==> src/rtl/key_device_pkg.sv <==
// Shared constants for the KEY bus device: register addresses and KCTRL bit layout.
// Kept separate so the SW device and the top-level bus mux can reuse the same map.
package key_device_pkg;

   localparam logic [31:0] ADDR_KDATA = 32'hF000_0010;
   localparam logic [31:0] ADDR_KCTRL = 32'hF000_0110;

   localparam int CTRL_READY   = 0;
   localparam int CTRL_OVERRUN = 2;
   localparam int CTRL_IE      = 8;

   typedef struct packed {
      logic ie;
      logic overrun;
      logic ready;
   } ctrl_t;

   function automatic logic [31:0] pack_ctrl(input ctrl_t c);
      logic [31:0] w;
      w               = '0;
      w[CTRL_READY]   = c.ready;
      w[CTRL_OVERRUN] = c.overrun;
      w[CTRL_IE]      = c.ie;
      return w;
   endfunction

endpackage

==> src/rtl/key_device_debouncer.sv <==
// Synchronises and debounces asynchronous pins into a stable value plus an accept pulse.
// Latency: 2 sync edges + DEBOUNCE_CYCLES stable edges; evt is combinational for the accept edge.
// No backpressure: evt is a single-cycle strobe that the consumer must take on that edge.
module key_device_debouncer #(
   parameter int KBITS           = 4,
   parameter int DEBOUNCE_CYCLES = 10000,
   parameter int CNT_BITS        = 16
) (
   input  logic             clk,
   input  logic             reset,
   input  logic [KBITS-1:0] key,
   output logic [KBITS-1:0] kdata,
   output logic             evt
);

   localparam logic [CNT_BITS-1:0] CNT_TARGET = CNT_BITS'(DEBOUNCE_CYCLES);

   logic [KBITS-1:0]    sync1;
   logic [KBITS-1:0]    ksync;
   logic [KBITS-1:0]    kprev;
   logic [CNT_BITS-1:0] cnt;
   logic [CNT_BITS-1:0] cnt_nxt;

   // Any change in the synced value restarts the run so only a steady level is accepted.
   always_comb begin
      cnt_nxt = '0;
      if (ksync == kdata)
         cnt_nxt = '0;
      else if (ksync != kprev)
         cnt_nxt = CNT_BITS'(1);
      else
         cnt_nxt = cnt + 1'b1;
   end

   assign evt = (ksync != kdata) && (cnt_nxt == CNT_TARGET);

   always_ff @(posedge clk or posedge reset) begin
      if (reset) begin
         sync1 <= '1;
         ksync <= '1;
         kprev <= '1;
         kdata <= '1;
         cnt   <= '0;
      end else begin
         sync1 <= key;
         ksync <= sync1;
         kprev <= ksync;
         if (evt) begin
            kdata <= ksync;
            cnt   <= '0;
         end else begin
            cnt <= cnt_nxt;
         end
      end
   end

endmodule

==> src/rtl/key_device.sv <==
// Memory-mapped KEY responder: KDATA/KCTRL registers, ready/overrun status, registered interrupt.
// Latency: dOut is combinational from addr; side effects and intr update on the clk edge.
// No backpressure: every load/store strobe is accepted in its cycle.
module key_device
   import key_device_pkg::*;
#(
   parameter int DBITS           = 32,
   parameter int KBITS           = 4,
   parameter int DEBOUNCE_CYCLES = 10000,
   parameter int CNT_BITS        = 16
) (
   input  logic             clk,
   input  logic             reset,
   input  logic [KBITS-1:0] key,
   input  logic [DBITS-1:0] addr,
   input  logic             rdEn,
   input  logic             wrtEn,
   input  logic [DBITS-1:0] dIn,
   output logic [DBITS-1:0] dOut,
   output logic             hit,
   output logic             intr
);

   logic [KBITS-1:0] kdata;
   logic             key_evt;
   ctrl_t            ctrl;
   logic             hit_kdata;
   logic             hit_kctrl;
   logic             rd_kdata;
   logic             wr_kctrl;
   logic             unused_din;

   key_device_debouncer #(
      .KBITS           (KBITS),
      .DEBOUNCE_CYCLES (DEBOUNCE_CYCLES),
      .CNT_BITS        (CNT_BITS)
   ) u_debouncer (
      .clk   (clk),
      .reset (reset),
      .key   (key),
      .kdata (kdata),
      .evt   (key_evt)
   );

   assign hit_kdata = (addr == DBITS'(ADDR_KDATA));
   assign hit_kctrl = (addr == DBITS'(ADDR_KCTRL));
   assign hit       = hit_kdata | hit_kctrl;
   assign rd_kdata  = rdEn & hit_kdata;
   assign wr_kctrl  = wrtEn & hit_kctrl;

   assign unused_din = ^{dIn[DBITS-1:CTRL_IE+1], dIn[CTRL_IE-1:CTRL_OVERRUN+1],
                         dIn[CTRL_OVERRUN-1:0]};

   always_comb begin
      dOut = '0;
      if (hit_kdata)
         dOut[KBITS-1:0] = kdata;
      else if (hit_kctrl)
         dOut = DBITS'(pack_ctrl(ctrl));
   end

   // A new value always wins over a concurrent clear, so software never loses an event.
   always_ff @(posedge clk or posedge reset) begin
      if (reset) begin
         ctrl <= '0;
         intr <= 1'b0;
      end else begin
         if (key_evt)
            ctrl.ready <= 1'b1;
         else if (rd_kdata)
            ctrl.ready <= 1'b0;

         if (key_evt && ctrl.ready && !rd_kdata)
            ctrl.overrun <= 1'b1;
         else if (wr_kctrl && !dIn[CTRL_OVERRUN])
            ctrl.overrun <= 1'b0;

         if (wr_kctrl)
            ctrl.ie <= dIn[CTRL_IE];

         intr <= ctrl.ready & ctrl.ie;
      end
   end

endmodule

==> config.mk <==
export PLATFORM = sky130hd
export DESIGN_NAME = key_device
export DESIGN_NICKNAME = d
export VERILOG_FILES = /design/src/rtl/key_device_pkg.sv /design/src/rtl/key_device_debouncer.sv /design/src/rtl/key_device.sv
export SDC_FILE = /design/constraint.sdc
export NUM_CORES = 1
export LEC_CHECK = 0
export CAP_MARGIN = 5
export CELL_PAD_IN_SITES_DETAIL_PLACEMENT = 1
export CELL_PAD_IN_SITES_GLOBAL_PLACEMENT = 1
export CORE_ASPECT_RATIO = 0.9
export CORE_MARGIN = 1
export CORE_UTILIZATION = 32
export DETAILED_ROUTE_END_ITERATION = 6
export HOLD_SLACK_MARGIN = 0.12
export PLACE_DENSITY_LB_ADDON = 0.1
export SYNTH_ARGS = -nofsm -noshare
export SYNTH_HDL_FRONTEND = slang
export SYNTH_SLANG_ARGS = --single-unit
==> constraint.sdc <==
create_clock -name clk -period 4.35 [get_ports clk]
set_clock_uncertainty 0.15 [all_clocks]
set_input_delay 1.0875 -clock clk [delete_from_list [all_inputs] [get_ports clk]]
set_output_delay 1.0875 -clock clk [all_outputs]
set_load 0.02 [all_outputs]
# Word-level counts from Yosys, hierarchy flattened
# Index checks and enable logic that the tools add are counted.
[classes]
add_sub_neg = 1
n_eq_ne = 6
n_mux = 10
n_bitwise = 4
reduce_logical = 8
[op_table]
columns = ["op", "n"]
rows = [
  ["32-bit == test (second input constant)", 2],
  ["16-bit 2-to-1 mux", 3],
  ["28-bit 2-to-1 mux", 1],
  ["16-bit by 1-bit adder with 16-bit output (second input constant)", 1],
  ["16-bit by 14-bit == test with 1-bit output (second input constant)", 1],
  ["9-bit 2-to-1 mux", 1],
  ["4-bit inequality test", 2],
  ["4-bit == test", 1],
  ["1-bit logical AND", 4],
  ["1-bit 2-to-1 mux", 4],
  ["4-bit 2-to-1 mux", 1],
  ["2-bit nonzero test", 2],
  ["1-bit bitwise AND", 3],
  ["1-bit logical NOT", 2],
  ["1-bit bitwise OR", 1],
]
[totals]
regBits = 36
output_inout_bits = 34

# Logic depth before layout (Yosys ltp)
# Gate-level depths: netlist of run 1.
[logic_depth]
depth_word = 8
ltp_mapped = 9

# Modules after synthesis
# Synthesis of run 1 repeated with hierarchy kept, for this count alone.
[hier_totals]
cells_unflattened = 205
area_unflattened_um2 = 2120.8
[modules_own_cells]
columns = ["module", "instances", "cells_per_inst", "area_each_um2", "seq_area_each_um2"]
rows = [
  ["key_device_debouncer", 1, 138, 1562.7, 820.8],
  ["key_device", 1, 67, 558.0, 100.1],
]

# Worst setup path after synthesis of run 1
# No wires, ideal clock.
[synth_path]
path_kind = "input -> output"
from = "input port addr[3]"
to = "output port dOut[8]"
arrival_ps = 2506
required_ps = 3113
slack_ps = 606
stages = 5
path_cell_list = "or4_1 nor4_1 nand4_1 inv_1 and3_1"
[synth_via]
elab_chain_cells = 3
[synth_lines]
columns = ["element", "line_no", "text"]
rows = [
  ["start, declared", "key_device.sv:15", "input logic [DBITS-1:0] addr,"],
  ["32-bit == test", "key_device.sv:46", "assign hit_kctrl = (addr == DBITS'(ADDR_KCTRL));"],
  ["9-bit 2-to-1 mux", "key_device.sv:58", "else if (hit_kctrl)"],
  ["28-bit 2-to-1 mux *", "key_device.sv:56", "if (hit_kdata)"],
  ["end, declared", "key_device.sv:19", "output logic [DBITS-1:0] dOut,"],
]
# Mark *: on every way between the ends. The rest lies on a longest branch, timed or not.

# Worst setup path after layout of run 1
# Ends and elaborated chain as after synthesis.

==> summary.txt, run 1 <==
STA
  – Least-Margin Pin Slew: 925 ps
  – Worst hold margin: 208 ps
  – Number of hold violations in the final report: 0
  – Setup violators final: 0
  – Final worst path period need: 4230 ps
  – Relative slew slack: 38.3%
  – Fraction of the cycle the final worst path needs: 97.2%
  – Unrepaired setup endpoints after global routing: no
  – Highest clock frequency the design can meet: 237 MHz
  – Number of slew-limit violations in the final report: 0

Detailed routing
  – ANT nets after route: 0
  – Ratio of routed vias to standard cells: 4.69
  – Post-detailed-route wirelength per cell: 14.8 microns
  – Number of optimization iterations in the first detailed-route pass: 4
  – Met1 Routed Length: 2490 microns
  – Total number of vias: 1640
  – Amount of wire on met2 after detailed routing: 2310 microns
  – Length of routed met3 wiring: 271 microns
  – Routed WL: 5160 microns
  – Number of design rule violations left after detail routing: 0
  – Initial detailed-routing violation count: 50
  – Uppermost signal routing layer after detailed routing: met4

Finish
  – Number of fillers in the final layout: 711
  – Final instance area: 0.00268 sq mm
  – Diodes inserted: 0
  – Share of post-route cells with drive strength above 1: 16.0%
  – Post-layout nets: 335
  – Area growth, synth to finish: 26.3%

Floorplan
  – Area of the die: 0.00697 sq mm
  – Number of primary I/O pins: 106
  – Initial Util: 34.0%
  – Placeable core region: 0.00625 sq mm
  – Die boundary width: 87.9 microns
  – # rows: 27
  – Die Span Y: 79.3 microns

Setup path
  – Worst R2R Setup Slack: 1320 ps
  – Launching point of the worst reg2reg path: u_debouncer.cnt[0]$_DFF_PP0_
  – Capturing element type of the critical path: output port
  – Crit Reg-Reg Endpoint: u_debouncer.kdata[2]$_DFFE_PP1P_
  – Required arrival time at the worst endpoint: 3110 ps
  – Critical Path AT: 2990 ps
  – Launching element type of the critical path: input pin
  – Setup CP Type: in2out
  – Max FO, Critical Path: 3
  – Worst Reg2Reg Path Length in Cells: 7

Pwr
  – Net Sw Frac: 25.5%
  – Clock group share of total power: 39.6%
  – Pwr dens: 268 mW/mm^2
  – Power share of the sequential group: 49.0%
  – Share of power burned in combinational logic: 11.4%
  – Psw: 0.183 mW
  – Int Power: 0.536 mW
  – Worst vdd rail ir drop: 0.266 mV
  – Static Leakage: 1.12 nW

Flow run
  – Maxcap violations: 0

GRT
  – Overall fraction of global-route tracks in use: 16.4%
  – Vias in the first global route: 1708
  – Number of antenna violations at the first check in global routing: 0
  – First-pass GRT wire length: 8650 microns
  – Pin count of the biggest net entering global routing: 24
  – Gr ovfl total: 0

Hold path
  – Type of the tightest min-delay check: reg2reg
  – Critical hold path startpoint: u_debouncer.sync1[2]$_DFF_PP1_
  – Number of instances on the worst hold path: 0
  – Worst hold path endpoint: u_debouncer.ksync[2]$_DFF_PP1_

Clock tree
  – Number of sinks driven by the clock tree: 36
  – Clock transition at the registers of the reported paths: 80 ps
  – Number of levels in the clock H-tree: 2
  – CTS max path bufs: 2
  – Root buffer selected by CTS: sky130_fd_sc_hd__clkbuf_8
  – Number of buffers added by the clock tree synthesis step: 5
  – Clock tree from TritonCTS: yes
  – Number of buffers inserted by hold repair at cts: 0
  – Later-pin clock latency in the skew report: 300 ps

Synthesis
  – Instance count of the mapped netlist: 213
  – Total standard cell area after synthesis: 0.00212 sq mm
  – Post-synthesis cell type count: 44
  – Seq/Total Area, Yosys: 43.3%
  – Flops & latches, synth: 36
  – Count of warnings emitted by yosys: 0
  – Syn_area_per_cell: 9.97 sq um

Run status
  – Result of the run: finished, final reports clean

Placement
  – Global placement routability congestion: 0.727
  – IO Port Bufs: 48
  – Estimated wirelength of the detail-placed design: 3970 microns
  – Area post-placement: 0.00259 sq mm
critical path, stage by stage:
cell                              delay (ps)
sky130_fd_sc_hd__clkdlybuf4s50_1         400
sky130_fd_sc_hd__or4_1                   530
sky130_fd_sc_hd__nor4_1                  200
sky130_fd_sc_hd__nand4_1                 200
sky130_fd_sc_hd__inv_1                   110
sky130_fd_sc_hd__and3_1                  150
sky130_fd_sc_hd__clkdlybuf4s15_1         310
how the worst max path moves through the flow:
stage | startpoint | endpoint | slack [ps]
finish | addr[3] | dOut[8] | 120
detailed placement | addr[25] | dOut[1] | -270
floorplan | addr[3] | dOut[8] | 610
CTS | addr[25] | dOut[1] | 10
global route | addr[3] | dOut[8] | 9
global placement | addr[3] | dOut[2] | -260
cells in the mapped netlist, drive strengths merged:
library cell / instances / area [sq um]
and2: 3 / 18.8
o22ai: 1 / 6.26
nand3b: 1 / 7.51
o211ai: 1 / 7.51
nor4: 11 / 96.3
xor2: 12 / 105
nand2: 15 / 56.3
dfstp: 16 / 420
and4: 2 / 17.5
dfrtp: 20 / 500
a41oi: 1 / 8.76
nor3b: 2 / 15.0
a21oi: 7 / 35.0
nor3: 8 / 40.0
o31ai: 1 / 7.51
buf: 34 / 240
nand3: 8 / 57.6
and3: 3 / 18.8
mux2i: 3 / 30.0
nand4b: 2 / 17.5
xnor2: 10 / 87.6
nor2: 19 / 71.3
nor4bb: 2 / 20.0
o21ai: 4 / 20.0
clkbuf: 2 / 7.51
nand2b: 2 / 12.5
o211a: 1 / 10.0
mux2: 5 / 67.6
or4: 3 / 22.5
o221ai: 1 / 15.0
o2111ai: 1 / 8.76
inv: 5 / 18.8
o311ai: 1 / 8.76
ha: 1 / 12.5
conb: 1 / 3.75
nand4: 4 / 31.3
area by class of cell:
class	instances	area (sq um)	area share [%]
clock buffer	6	93.8	3.50
clock inverter	2	16.3	0.606
inverter	5	18.8	0.700
multi-input combinational	162	1030	38.6
sequential	36	921	34.3
tap	87	109	4.06
timing repair buffer	52	489	18.2
what timing repair did:
action                                  4_1_cts  5_1_grt
pin swaps                                     0        1
endpoints found under the setup margin        6        5
gates resized for setup                       6        9
setup buffers                                 0        0
cell families (layout without fill, tap and decap cells):
group / Yosys count / in the layout / synth area share [%]
AOI/OAI and AO/OA: 19 / 19 / 6.01
xor gates and xnor gates: 22 / 22 / 9.07
adders and majority gates: 1 / 1 / 0.589
buffers and inverters: 41 / 65 / 12.5
DFF: 36 / 36 / 43.3
muxes: 8 / 8 / 4.59
other: 1 / 27 / 0.177
and+or+nand+nor: 85 / 85 / 23.7
per-stage QoR:
| step | utilization (%) | worst slack [ps] | std cells | setup TNS (ps) | power [mW] |
|---|---|---|---|---|---|
| floorplan | - | 606 | 239 | 0 | 0.414 |
| global placement | 41.5 | -262 | 342 | -1390 | 0.439 |
| detailed placement | 41.5 | -266 | 342 | -1410 | 0.441 |
| CTS | 43.1 | 13.4 | 350 | 0 | 0.732 |
| global route | 42.9 | 9.19 | 350 | 0 | 0.753 |
| finish | 42.9 | 122 | 350 | 0 | 0.719 |
registers in the layout, summed over array words and instances, names as in the netlist:
name and count:
u_debouncer.cnt 16, u_debouncer.kdata 4, u_debouncer.kprev 4, u_debouncer.ksync 4, u_debouncer.sync1 4, ctrl 3, intr 1
layout by cell type, fill, tap and decap left out, types with 6 or more instances in the layout:
| master | count |
|---|---|
| sky130_fd_sc_hd__a21oi_1 | 7 |
| sky130_fd_sc_hd__dfstp_2 | 16 |
| sky130_fd_sc_hd__nor2_1 | 19 |
| sky130_fd_sc_hd__clkdlybuf4s50_1 | 42 |
| sky130_fd_sc_hd__nand2_1 | 15 |
| sky130_fd_sc_hd__nor4_1 | 8 |
| sky130_fd_sc_hd__xnor2_1 | 10 |
| sky130_fd_sc_hd__dfrtp_1 | 20 |
| sky130_fd_sc_hd__nand3_1 | 6 |
| sky130_fd_sc_hd__xor2_1 | 12 |
| sky130_fd_sc_hd__nor3_1 | 8 |
| sky130_fd_sc_hd__conb_1 | 27 |
routing by layer:
metal | track usage (%) | vias up
met3 | 3.12 | 7
li1 | - | 783
met1 | 21.4 | 796
met5 | 0 | -
met4 | 5.90 | 0
met2 | 26.7 | 54
power groups by stage:
stage	registers, mW	logic [mW]	clock network [mW]
floorplan	0.357	0.0571	0
finish	0.352	0.0820	0.284
detailed placement	0.358	0.0821	0
CTS	0.352	0.0827	0.297
global route	0.353	0.0892	0.311
global placement	0.358	0.0807	0
No activity file was read; power rests on OpenSTA's default activity.
==> run 2: changes to the inputs <==
--- a/config.mk
+++ b/config.mk
@@ -6,7 +6,7 @@
 export NUM_CORES = 1
 export LEC_CHECK = 0
 export CAP_MARGIN = 5
-export CELL_PAD_IN_SITES_DETAIL_PLACEMENT = 1
+export CELL_PAD_IN_SITES_DETAIL_PLACEMENT = 0
 export CELL_PAD_IN_SITES_GLOBAL_PLACEMENT = 1
 export CORE_ASPECT_RATIO = 0.9
 export CORE_MARGIN = 1
==> run 2 against run 1 <==
Clock power decreased by 13%. Non-clock buffer count stayed put. Die area unchanged. Final area fell by 0.47%. Register-to-register slack improved by 50 ps. Power decreased by 5.3%. Sequential power about the same. Largest power group unchanged.
==> summary.txt, run 2 (synthesized netlist as in run 1, its figures left out) <==
Floorplan
  – Die boundary width: 87.9 microns
  – Die Span Y: 79.3 microns
  – # rows: 27
  – Placeable core region: 0.00625 sq mm
  – Initial Util: 34.0%
  – Area of the die: 0.00697 sq mm
  – Number of primary I/O pins: 106

GRT
  – Overall fraction of global-route tracks in use: 14.1%
  – Gr ovfl total: 0
  – Vias in the first global route: 1572
  – Pin count of the biggest net entering global routing: 24
  – Number of antenna violations at the first check in global routing: 0
  – First-pass GRT wire length: 7500 microns

Setup path
  – Required arrival time at the worst endpoint: 3110 ps
  – Critical Path AT: 2970 ps
  – Launching point of the worst reg2reg path: u_debouncer.cnt[0]$_DFF_PP0_
  – Worst Reg2Reg Path Length in Cells: 7
  – Crit Reg-Reg Endpoint: u_debouncer.kdata[0]$_DFFE_PP1P_
  – Delay of the slowest cell on the worst path: 520 ps
  – Max FO, Critical Path: 3
  – CP cell instances: clkdlybuf4s50_1 > or4_1 > nor3_1 > nand4_1 > inv_1 > and3_1 > clkdlybuf4s15_1
  – Launching element type of the critical path: input pin
  – Worst R2R Setup Slack: 1370 ps
  – Master of the slowest instance on the critical path: sky130_fd_sc_hd__or4_1
  – Capturing element type of the critical path: output port
  – Setup CP Type: in2out

STA
  – Fraction of the cycle the final worst path needs: 96.8%
  – Total negative slack: 0 ps
  – Final worst path period need: 4210 ps
  – Setup violators final: 0
  – Relative slew slack: 40.1%
  – Number of hold violations in the final report: 0
  – Highest clock frequency the design can meet: 237 MHz
  – Number of slew-limit violations in the final report: 0
  – Unrepaired setup endpoints after global routing: no
  – Least-Margin Pin Slew: 897 ps

Detailed routing
  – Routed WL: 4610 microns
  – Ratio of routed vias to standard cells: 4.61
  – Number of optimization iterations in the first detailed-route pass: 4
  – Number of design rule violations left after detail routing: 0
  – Initial detailed-routing violation count: 88
  – Total number of vias: 1613
  – Post-detailed-route wirelength per cell: 13.2 microns
  – ANT nets after route: 0

Finish
  – Diodes inserted: 0
  – Flip-flop count of the largest register, all copies and words added: 16
  – Area growth, synth to finish: 25.7%
  – Post-layout nets: 335
  – FF+latch area: 921 sq um
  – Largest register by flop count: u_debouncer.cnt
  – Final instance area: 0.00267 sq mm
  – Number of fillers in the final layout: 630
  – Area of the multi-input gates: 0.00104 sq mm
  – Leading cell types in the layout, fill and taps excluded: sky130_fd_sc_hd__clkdlybuf4s50_1, sky130_fd_sc_hd__conb_1, sky130_fd_sc_hd__dfrtp_1
  – Commonest non-fill, non-tap cell in the layout: sky130_fd_sc_hd__clkdlybuf4s50_1
  – Share of post-route cells with drive strength above 1: 16.3%

Pwr
  – Static Leakage: 1.11 nW
  – Worst vdd rail ir drop: 0.128 mV
  – Pwr dens: 255 mW/mm^2

Clock tree
  – Number of buffers added by the clock tree synthesis step: 5
  – Number of buffers inserted by hold repair at cts: 0
  – CTS max path bufs: 2
  – Clock transition at the registers of the reported paths: 80 ps
  – Number of sinks driven by the clock tree: 36
  – Clock tree from TritonCTS: yes
  – Root buffer selected by CTS: sky130_fd_sc_hd__clkbuf_8
  – Number of levels in the clock H-tree: 2
  – Later-pin clock latency in the skew report: 290 ps

Hold path
  – Critical hold path startpoint: u_debouncer.sync1[2]$_DFF_PP1_
  – Worst hold path endpoint: u_debouncer.ksync[2]$_DFF_PP1_
  – Type of the tightest min-delay check: reg2reg
  – Number of instances on the worst hold path: 0

Flow run
  – Maxcap violations: 0

Placement
  – Area post-placement: 0.00259 sq mm
  – Estimated wirelength of the detail-placed design: 3430 microns
  – IO Port Bufs: 48
  – Global placement routability congestion: 0.727

Run status
  – Result of the run: finished, final reports clean
## run 2: changes by cell type in the layout (fill, tap and decap cells not counted), sizes merged
| cell | before | now |
|---|---|---|
| clkbuf | 10 | 9 |
| clkinv | 0 | 1 |
## run 2: cell type report
| type | count | share of cell area (%) |
|---|---|---|
| multi-input combinational | 162 | 39.0 |
| sequential | 36 | 34.5 |
| timing repair buffer | 52 | 18.3 |
| tap | 87 | 4.08 |
| clock buffer | 5 | 2.58 |
| clock inverter | 3 | 0.843 |
| inverter | 5 | 0.703 |
## run 2: metal layers
| layer | global-route usage [%] | vias up | share of wire, % |
|---|---|---|---|
| li1 | - | 785 | - |
| met1 | 18.4 | 767 | 47 |
| met2 | 23.0 | 56 | 46 |
| met3 | 3.22 | 5 | 5.0 |
| met4 | 4.43 | 0 | 1.1 |
| met5 | 0 | - | 0 |
## run 2: worst max-delay path, delay by kind of cell
kind	cells	cell delay, ps
buffers and inverters	3	790
AND/OR/NAND/NOR	4	1090
## run 2: how the worst max path moves through the flow
stage             start  endpoint  slack, ps
5_1_grt        addr[25]   dOut[8]         10
3_5_place_dp   addr[25]   dOut[0]       -230
2_1_floorplan   addr[3]   dOut[8]        610
4_1_cts        addr[25]   dOut[0]         50
3_3_place_gp    addr[3]   dOut[2]       -260
6_report       addr[25]   dOut[8]        140
## run 2: metrics by stage
step	power [mW]	hold slack, ps	cells	setup slack, ps	utilization, %
detailed placement	0.439	197	342	-232	41.5
global placement	0.439	196	342	-262	41.5
global route	0.714	215	350	12.4	42.7
floorplan	0.414	195	239	606	-
finish	0.680	208	350	139	42.7
CTS	0.690	210	350	52.7	42.8
## run 2: power by group
group,total (mW),switching [mW],leakage [nW],internal [mW]
registers,0.352,0.00610,0.437,0.346
logic,0.0814,0.0416,0.632,0.0398
clock network,0.247,0.133,0.0447,0.114
## run 2: timing repair
action                                  4_1_cts  5_1_grt
endpoints found under the setup margin        6        5
cloned                                        0        0
resized for setup                             6       10
pin swaps                                     0        1
setup buffers                                 0        0
==> run 3: changes to the inputs <==
==> config.mk (replaced) <==
export PLATFORM = sky130hd
export DESIGN_NAME = key_device
export DESIGN_NICKNAME = d
export VERILOG_FILES = /design/src/rtl/key_device_pkg.sv /design/src/rtl/key_device_debouncer.sv /design/src/rtl/key_device.sv
export SDC_FILE = /design/constraint.sdc
export NUM_CORES = 1
export LEC_CHECK = 0
export CAP_MARGIN = 5
export CELL_PAD_IN_SITES_DETAIL_PLACEMENT = 1
export CELL_PAD_IN_SITES_GLOBAL_PLACEMENT = 2
export CORE_ASPECT_RATIO = 2
export CORE_MARGIN = 1
export CORE_UTILIZATION = 25
export DETAILED_ROUTE_END_ITERATION = 6
export HOLD_SLACK_MARGIN = 0.12
export PLACE_DENSITY_LB_ADDON = 0.25
export SYNTH_ARGS = -nofsm -noshare
export SYNTH_HDL_FRONTEND = slang
export SYNTH_SLANG_ARGS = --single-unit
==> run 3 against run 2 <==
Worst setup slack lost 23 ps. Count of clock-buffer cells in the layout increased by 1. Fmax fell by 0.55%. Largest cell class unchanged. Worst hold slack got worse by 0.74 ps. Critical endpoint is now dOut[0]. Sequential power barely moved.
==> summary.txt, run 3 (synthesized netlist as in run 1, its figures left out) <==
Setup path
  – Capturing element type of the critical path: output port
  – Worst Reg2Reg Path Length in Cells: 7
  – Worst R2R Setup Slack: 1300 ps
  – Critical Path AT: 3000 ps
  – Required arrival time at the worst endpoint: 3110 ps
  – Launching element type of the critical path: input pin
  – Launching point of the worst reg2reg path: u_debouncer.cnt[0]$_DFF_PP0_
  – Setup CP Type: in2out
  – Crit Reg-Reg Endpoint: u_debouncer.kdata[0]$_DFFE_PP1P_
  – Max FO, Critical Path: 3

STA
  – Setup violators final: 0
  – Total negative slack: 0 ps
  – Relative slew slack: 52.6%
  – Unrepaired setup endpoints after global routing: no
  – Fraction of the cycle the final worst path needs: 97.4%
  – Highest clock frequency the design can meet: 236 MHz
  – Final worst path period need: 4230 ps
  – Final worst slack: 115 ps
  – Number of slew-limit violations in the final report: 0
  – Least-Margin Pin Slew: 711 ps
  – Number of hold violations in the final report: 0

Detailed routing
  – Number of design rule violations left after detail routing: 0
  – Post-detailed-route wirelength per cell: 15.3 microns
  – Initial detailed-routing violation count: 15
  – Number of optimization iterations in the first detailed-route pass: 3
  – Total number of vias: 1672
  – ANT nets after route: 0
  – Ratio of routed vias to standard cells: 4.58
  – Routed WL: 5590 microns

Finish
  – Commonest non-fill, non-tap cell in the layout: sky130_fd_sc_hd__clkdlybuf4s50_1
  – Area growth, synth to finish: 33.2%
  – Largest register by flop count: u_debouncer.cnt
  – Diodes inserted: 0
  – Flip-flop count of the largest register, all copies and words added: 16
  – Leading cell types in the layout, fill and taps excluded: sky130_fd_sc_hd__clkdlybuf4s50_1, sky130_fd_sc_hd__conb_1, sky130_fd_sc_hd__dfrtp_1
  – Post-layout nets: 339
  – Share of post-route cells with drive strength above 1: 19.5%

GRT
  – Gr ovfl total: 0
  – First-pass GRT wire length: 9160 microns
  – Overall fraction of global-route tracks in use: 14.0%
  – Pin count of the biggest net entering global routing: 25
  – Vias in the first global route: 1880
  – Number of antenna violations at the first check in global routing: 0

Clock tree
  – Number of levels in the clock H-tree: 2
  – Clock tree from TritonCTS: yes
  – Root buffer selected by CTS: sky130_fd_sc_hd__clkbuf_16
  – Later-pin clock latency in the skew report: 280 ps
  – Number of sinks driven by the clock tree: 36
  – Number of buffers added by the clock tree synthesis step: 5
  – CTS max path bufs: 2
  – Clock transition at the registers of the reported paths: 50 ps

Pwr
  – Overall power of the completed layout: 0.822 mW
  – Pwr dens: 291 mW/mm^2
  – Clock group share of total power: 47.0%
  – Power share of the sequential group: 43.0%
  – Psw: 0.190 mW
  – Static Leakage: 1.20 nW
  – Int Power: 0.632 mW
  – Share of power burned in combinational logic: 10.0%
  – Net Sw Frac: 23.1%
  – Worst vdd rail ir drop: 0.162 mV

Hold path
  – Number of instances on the worst hold path: 0
  – Type of the tightest min-delay check: reg2reg
  – Critical hold path startpoint: u_debouncer.sync1[0]$_DFF_PP1_
  – Worst hold path endpoint: u_debouncer.ksync[0]$_DFF_PP1_

Floorplan
  – Initial Util: 25.8%
  – Die Span Y: 132 microns
  – Die boundary width: 67.2 microns
  – # rows: 47
  – Placeable core region: 0.00823 sq mm
  – Area of the die: 0.00889 sq mm
  – Number of primary I/O pins: 106

Placement
  – Placement-stage worst setup slack: -433 ps
  – Global placement routability congestion: 0.774
  – IO Port Bufs: 48
  – Estimated wirelength of the detail-placed design: 4490 microns

Flow run
  – Maxcap violations: 0

Run status
  – Result of the run: finished, final reports clean
## run 3: area by class of cell
cell class | instances | area [sq um]
well taps | 98 | 123
inverters | 5 | 18.8
repair buffers | 56 | 527
fillers | 950 | 5400
clock buffers | 6 | 150
multi-input cells | 162 | 1080
clock inverters | 2 | 11.3
flip-flops and latches | 36 | 921
## run 3: how the worst max path moves through the flow
stage	from	end	slack [ps]	cells after the start
floorplan	addr[3]	dOut[8]	610	5
global placement	addr[24]	dOut[3]	-430	7
detailed placement	addr[3]	dOut[3]	-430	7
CTS	addr[2]	dOut[1]	5	10
global route	addr[24]	dOut[0]	5	7
finish	addr[24]	dOut[0]	120	7
## run 3: through the flow
step	instance area, sq um	util (%)	cells	hold WS (ps)
after CTS	2830	34.4	365	208
after global routing	2830	34.4	365	212
final	2830	34.4	365	207
after floorplan	2220	-	239	195
after global placement	2610	31.7	353	196
after detailed placement	2610	31.7	353	200
## run 3: power groups by stage
stage          sequential [mW]  combinational, mW  clock (mW)
5_1_grt                  0.354             0.0909       0.416
3_3_place_gp             0.359             0.0816           0
3_5_place_dp             0.359             0.0823           0
2_1_floorplan            0.357             0.0571           0
4_1_cts                  0.354             0.0830       0.399
6_report                 0.353             0.0826       0.386
## run 3: critical path, stage by stage
cell and delay [ps]:
sky130_fd_sc_hd__clkdlybuf4s50_1 410, sky130_fd_sc_hd__or4_4 530, sky130_fd_sc_hd__nor3_4 210, sky130_fd_sc_hd__nand4_1 160, sky130_fd_sc_hd__buf_4 180, sky130_fd_sc_hd__nor2_1 100, sky130_fd_sc_hd__clkdlybuf4s15_1 330
## run 3: repair_timing
item,CTS,global route
pin swaps,7,3
cloned,0,0
gates resized for setup,28,7
setup endpoints to repair,6,4
hold buffers,0,0
setup buffers,4,1
## run 3: layer usage
layer / share of wire (%) / track usage, %
met3: 5.4 / 1.64
met5: 0 / 0
met2: 61 / 28.5
met4: 2.1 / 6.03
met1: 32 / 12.6
